--- src/rtl/fetch_pkg.sv ---
// rtl/fetch_pkg.sv - shared widths, constants and IF/ID record for the fetch stage
package fetch_pkg;

    localparam int XLEN   = 64;
    localparam int INST_W = 32;

    localparam logic [INST_W-1:0] NOP_INST = 32'h0000_0013;
    localparam logic [XLEN-1:0]   PC_STEP  = 64'd4;

    typedef struct packed {
        logic [XLEN-1:0]   pc;
        logic [INST_W-1:0] instruction;
        logic              valid;
    } if_id_t;

    // A bubble carries no pc so downstream debug never sees a stale address.
    function automatic if_id_t if_id_bubble(input logic [INST_W-1:0] nop);
        if_id_t b;
        b.pc          = '0;
        b.instruction = nop;
        b.valid       = 1'b0;
        return b;
    endfunction

endpackage

--- src/rtl/instruction_fetch_stage_if_id_register.sv ---
// rtl/instruction_fetch_stage_if_id_register.sv - IF/ID holding register with hold and bubble controls
module if_id_register
    import fetch_pkg::*;
#(
    parameter logic [INST_W-1:0] NOP_INST = fetch_pkg::NOP_INST
) (
    input  logic   clk,
    input  logic   reset,
    input  logic   hold,
    input  logic   bubble,
    input  if_id_t d,
    output if_id_t q
);

    // bubble wins over hold: a flush during a stall must still kill the slot
    always_ff @(posedge clk or negedge reset) begin
        if (!reset) begin
            q <= if_id_bubble(NOP_INST);
        end else if (bubble) begin
            q <= if_id_bubble(NOP_INST);
        end else if (!hold) begin
            q <= d;
        end
    end

endmodule

--- src/rtl/instruction_fetch_stage.sv ---
// rtl/instruction_fetch_stage.sv - PC owner and IF/ID capture; optional FETCH_PERF_CNT_EN counters
module instruction_fetch_stage
    import fetch_pkg::*;
#(
    parameter logic [XLEN-1:0]   RESET_PC = 64'h0,
    parameter logic [XLEN-1:0]   PC_STEP  = fetch_pkg::PC_STEP,
    parameter logic [INST_W-1:0] NOP_INST = fetch_pkg::NOP_INST
) (
    input  logic              clk,
    input  logic              reset,
    input  logic              stall,
    input  logic              flush,
    input  logic              branch_taken,
    input  logic [XLEN-1:0]   branch_target,
    input  logic [INST_W-1:0] Instruction,
    output logic [XLEN-1:0]   Inst_Address,
    output logic [XLEN-1:0]   if_id_pc,
    output logic [INST_W-1:0] if_id_instruction,
    output logic              if_id_valid
`ifdef FETCH_PERF_CNT_EN
    ,
    output logic [31:0]       fetch_count,
    output logic [31:0]       stall_count
`endif
);

    logic [XLEN-1:0] pc;
    logic [XLEN-1:0] pc_next;
    logic            ifid_hold;
    logic            ifid_bubble;
    logic            fetch_fire;
    if_id_t          ifid_d;
    if_id_t          ifid_q;

    assign Inst_Address = pc;

    always_comb begin
        pc_next     = pc;
        ifid_hold   = 1'b0;
        ifid_bubble = 1'b0;
        fetch_fire  = 1'b0;
        if (branch_taken) begin
            // targets are word aligned; low bits from EX are discarded
            pc_next     = branch_target & ~64'd3;
            ifid_bubble = 1'b1;
        end else if (flush) begin
            ifid_bubble = 1'b1;
            if (!stall) begin
                pc_next = pc + PC_STEP;
            end
        end else if (stall) begin
            ifid_hold = 1'b1;
        end else begin
            pc_next    = pc + PC_STEP;
            fetch_fire = 1'b1;
        end
    end

    always_ff @(posedge clk or negedge reset) begin
        if (!reset) begin
            pc <= RESET_PC;
        end else begin
            pc <= pc_next;
        end
    end

    always_comb begin
        ifid_d.pc          = pc;
        ifid_d.instruction = Instruction;
        ifid_d.valid       = 1'b1;
    end

    if_id_register #(
        .NOP_INST(NOP_INST)
    ) u_if_id_register (
        .clk    (clk),
        .reset  (reset),
        .hold   (ifid_hold),
        .bubble (ifid_bubble),
        .d      (ifid_d),
        .q      (ifid_q)
    );

    assign if_id_pc          = ifid_q.pc;
    assign if_id_instruction = ifid_q.instruction;
    assign if_id_valid       = ifid_q.valid;

`ifdef FETCH_PERF_CNT_EN
    // a redirect during stall is not a stalled cycle: the pc moved
    always_ff @(posedge clk or negedge reset) begin
        if (!reset) begin
            fetch_count <= '0;
            stall_count <= '0;
        end else begin
            if (fetch_fire) begin
                fetch_count <= fetch_count + 32'd1;
            end
            if (stall && !branch_taken) begin
                stall_count <= stall_count + 32'd1;
            end
        end
    end
`else
    logic unused_fire;
    assign unused_fire = fetch_fire;
`endif

endmodule

--- config.mk ---
export PLATFORM = sky130hd
export DESIGN_NAME = instruction_fetch_stage
export DESIGN_NICKNAME = d
export VERILOG_FILES = /design/src/rtl/fetch_pkg.sv /design/src/rtl/instruction_fetch_stage_if_id_register.sv /design/src/rtl/instruction_fetch_stage.sv
export SDC_FILE = /design/constraint.sdc
export NUM_CORES = 1
export LEC_CHECK = 0
export CAP_MARGIN = 20
export CORE_ASPECT_RATIO = 1.25
export CORE_MARGIN = 8
export CORE_UTILIZATION = 35
export CTS_CLUSTER_DIAMETER = 40
export DETAILED_ROUTE_END_ITERATION = 6
export PLACE_DENSITY = 0.75
export SLEW_MARGIN = 20
export SYNTH_ARGS = -nofsm -noshare
export SYNTH_HDL_FRONTEND = slang
export SYNTH_SLANG_ARGS = --single-unit
--- constraint.sdc ---
create_clock -name clk -period 2.5 [get_ports clk]
set_input_delay 0.375 -clock clk [delete_from_list [all_inputs] [get_ports clk]]
set_output_delay 0.375 -clock clk [all_outputs]
set_load 0.02 [all_outputs]
==> flow_summary.json <==
{
  "p_leak_nw": 4.52,
  "cts.sink_count": 157,
  "seq_area_um2": 3930,
  "drive_gt1_share_pct": 10.0,
  "cts_tree": "yes",
  "met1_usage_pct": 22.3,
  "dieArea_um2": 25500,
  "grt_overflow": 0,
  "post-place-ws_ps": -50.3,
  "htree_levels": 4,
  "wl_mm": 23.9,
  "fmax_mhz": 423,
  "first_global_vias": 6623,
  "io_buffers": 255,
  "yosys_register_bits": 157,
  "clock_latency_ps": 420,
  "skew_ps": 11.2,
  "ir_drop_mv": 0.424,
  "mappedNetlistArea_um2": 7200,
  "crit_path_end_kind": "flop",
  "critical_path_peak_fanout": 9,
  "io_pins": 262,
  "status": "completed",
  "std_cell_rows": 58,
  "syn_to_final_growth_pct": 51.4,
  "yosysWarnings": 0,
  "nets": 1047,
  "rsz0062_at_grt": "no",
  "total_power_w": 0.00673,
  "netlist_instances": 671,
  "crit_slowest_cell": "nor4_4",
  "crit_path_cell_trace": "nand4_4, nor4_4, nand4_1, or4b_1, nand3_1",
  "yosysTopAreaCellShare_pct": 53.5,
  "synth_top_flop_cell": "dfrtp_1",
  "power_density_nw_per_um2": 617,
  "worst_slack_ps": 135,
  "syn_area_per_cell_um2": 10.7,
  "synth-edff-count": 0,
  "wl_per_cell_um": 19.5,
  "drc": 0,
  "multi_input_comb_area_um2": 3060,
  "clockBufferDepth": 2,
  "grt_use_met2_pct": 32.0,
  "num_vias": 6489,
  "cp.required_ps": 2850,
  "cts_root_buf": "clkbuf_16",
  "grt_max_degree": 62,
  "yosysTopAreaCell": "dfrtp_1",
  "cts_resized": 0,
  "path_class": "reg -> reg",
  "clk_pin_slew_worst_paths_ps": 60,
  "max-cap-violations": 0,
  "postLayoutCoreUtil_pct": 54.1,
  "grt-busiest-layer": "met2",
  "synth.area.top_cells": "dfrtp_1 (54%), a22o_1 (11%), nand2_1 (4.1%), nand3_1 (2.8%), o21ai_0 (2.8%)",
  "hold_viol_final": 0,
  "arrival_ps": 2710,
  "startpoint_type": "flop",
  "path_buf_inv": 0,
  "first_pass_iters": 5,
  "postLayoutCellArea_um2": 10900,
  "synth.yosys.seq_area_share_pct": 54.6,
  "period_share_pct": 94.6,
  "n_antenna_cell": 0,
  "hp-class": "in -> reg",
  "cts_hold_buffers": 1,
  "critPathTopFamily": "simple AND/OR/NAND/NOR gates",
  "cts_setup_buffers": 0,
  "cts_buffers": 17,
  "drt_iter0_drc": 268,
  "antenna_left": 0,
  "grt_usage_pct": 18.8,
  "viasPerCell": 5.28,
  "core-area_um2": 20200,
  "die_x_um": 144,
  "grt_antenna_before_repair": 1,
  "grt_pass1_wl_mm": 37.4,
  "finalSetupViolCount": 0,
  "synthArstFlopShare_pct": 100,
  "place_area_um2": 10300,
  "tightestPinTransition_ps": 589,
  "synthTopCellsByCount": "dfrtp_1 (154), a22o_1 (89), nand2_1 (79), nand3_1 (41), o21ai_0 (40)",
  "fin_crit_ps": 2370,
  "nFillCells": 1793,
  "gp_congestion": 0.795,
  "slew_headroom_pct": 60.4,
  "grt_util_met3_pct": 6.32,
  "synth_cell_types": 56,
  "hpwlAfterDp_mm": 17.9,
  "initial_core_util_pct": 35.7,
  "die-height_um": 176,
  "cpPeakStageDelay_ps": 570,
  "finalMaxSlewViolations": 0,
  "synth.most_common_cell": "dfrtp_1"
}
[cell families (layout without fill, tap and decap cells)]
logic type	after synthesis	after routing	share of synthesized area, %
and+or+nand+nor	255	255	19.9
DFF	157	157	54.6
buffers and inverters	54	338	3.20
other	1	4	0.0521
adders and majority gates	1	1	0.174
xor gates and xnor gates	35	35	4.26
muxes	4	4	0.556
AOI/OAI and AO/OA	164	164	17.2
[registers in the layout (all words and copies together) (netlist names)]
signal	count
Inst_Address	62
u_if_id_register.q	95
[area by class of cell]
cell class,instances,share of cell area [%]
inverter,5,0.172
clock inverter,13,1.42
sequential,157,36.1
timing repair buffer,301,27.2
multi-input combinational,463,28.0
tap,270,3.10
clock buffer,19,4.06
[path summary, 6_finish.rpt]
path	from	slack (ps)	end	cells past startpoint
worst max-delay path	Inst_Address[7]	130	Inst_Address[51]	5
worst min-delay path	branch_taken	330	u_if_id_register.q[0]	3
worst max register to register	Inst_Address[7]	130	Inst_Address[51]	5
worst min register to register	u_if_id_register.q[80]	480	u_if_id_register.q[80]	2
max in group asynchronous	reset	1260	u_if_id_register.q[2]	3
min in group asynchronous	reset	510	Inst_Address[48]	2
[cell usage in the layout, fill, tap and decap left out, types with 14 or more instances in the layout]
master,count
nand4_1,25
nand3_1,41
buf_4,41
clkbuf_16,17
a22o_1,89
nand2_1,79
dfrtp_1,154
clkdlybuf4s50_1,253
xnor2_1,14
nor2_1,19
xor2_1,21
o21ai_0,40
[metal layers]
metal	vias to the layer above	routed length [µm]	part of all wire, %
met5	-	9	0.038
met4	2	291	1.2
met3	20	2090	8.7
met2	219	12000	50
met1	3193	9570	40
li1	3055	-	-
[power by group]
part	switching [W]	leakage (nW)	total [W]	internal, W
clock	0.00110	0.283	0.00262	0.00152
sequential	0.000183	2.02	0.00288	0.00269
combinational	0.000624	2.22	0.00123	0.000610
total	0.00191	4.52	0.00673	0.00483
[through the flow]
step	hold WS, ps	TNS (ps)	std cells
after floorplan	79.4	0	674
after global placement	400	-20.6	1195
after detailed placement	396	-84.7	1195
after CTS	316	0	1228
after global routing	331	0	1228
final	333	0	1228
[worst reg2reg max path, stage by stage (launching register included)]
cell and delay (ps):
dfrtp_1 460, nand4_4 180, nor4_4 570, nand4_1 420, or4b_1 570, nand3_1 90
No activity file was read; power rests on OpenSTA's default activity.
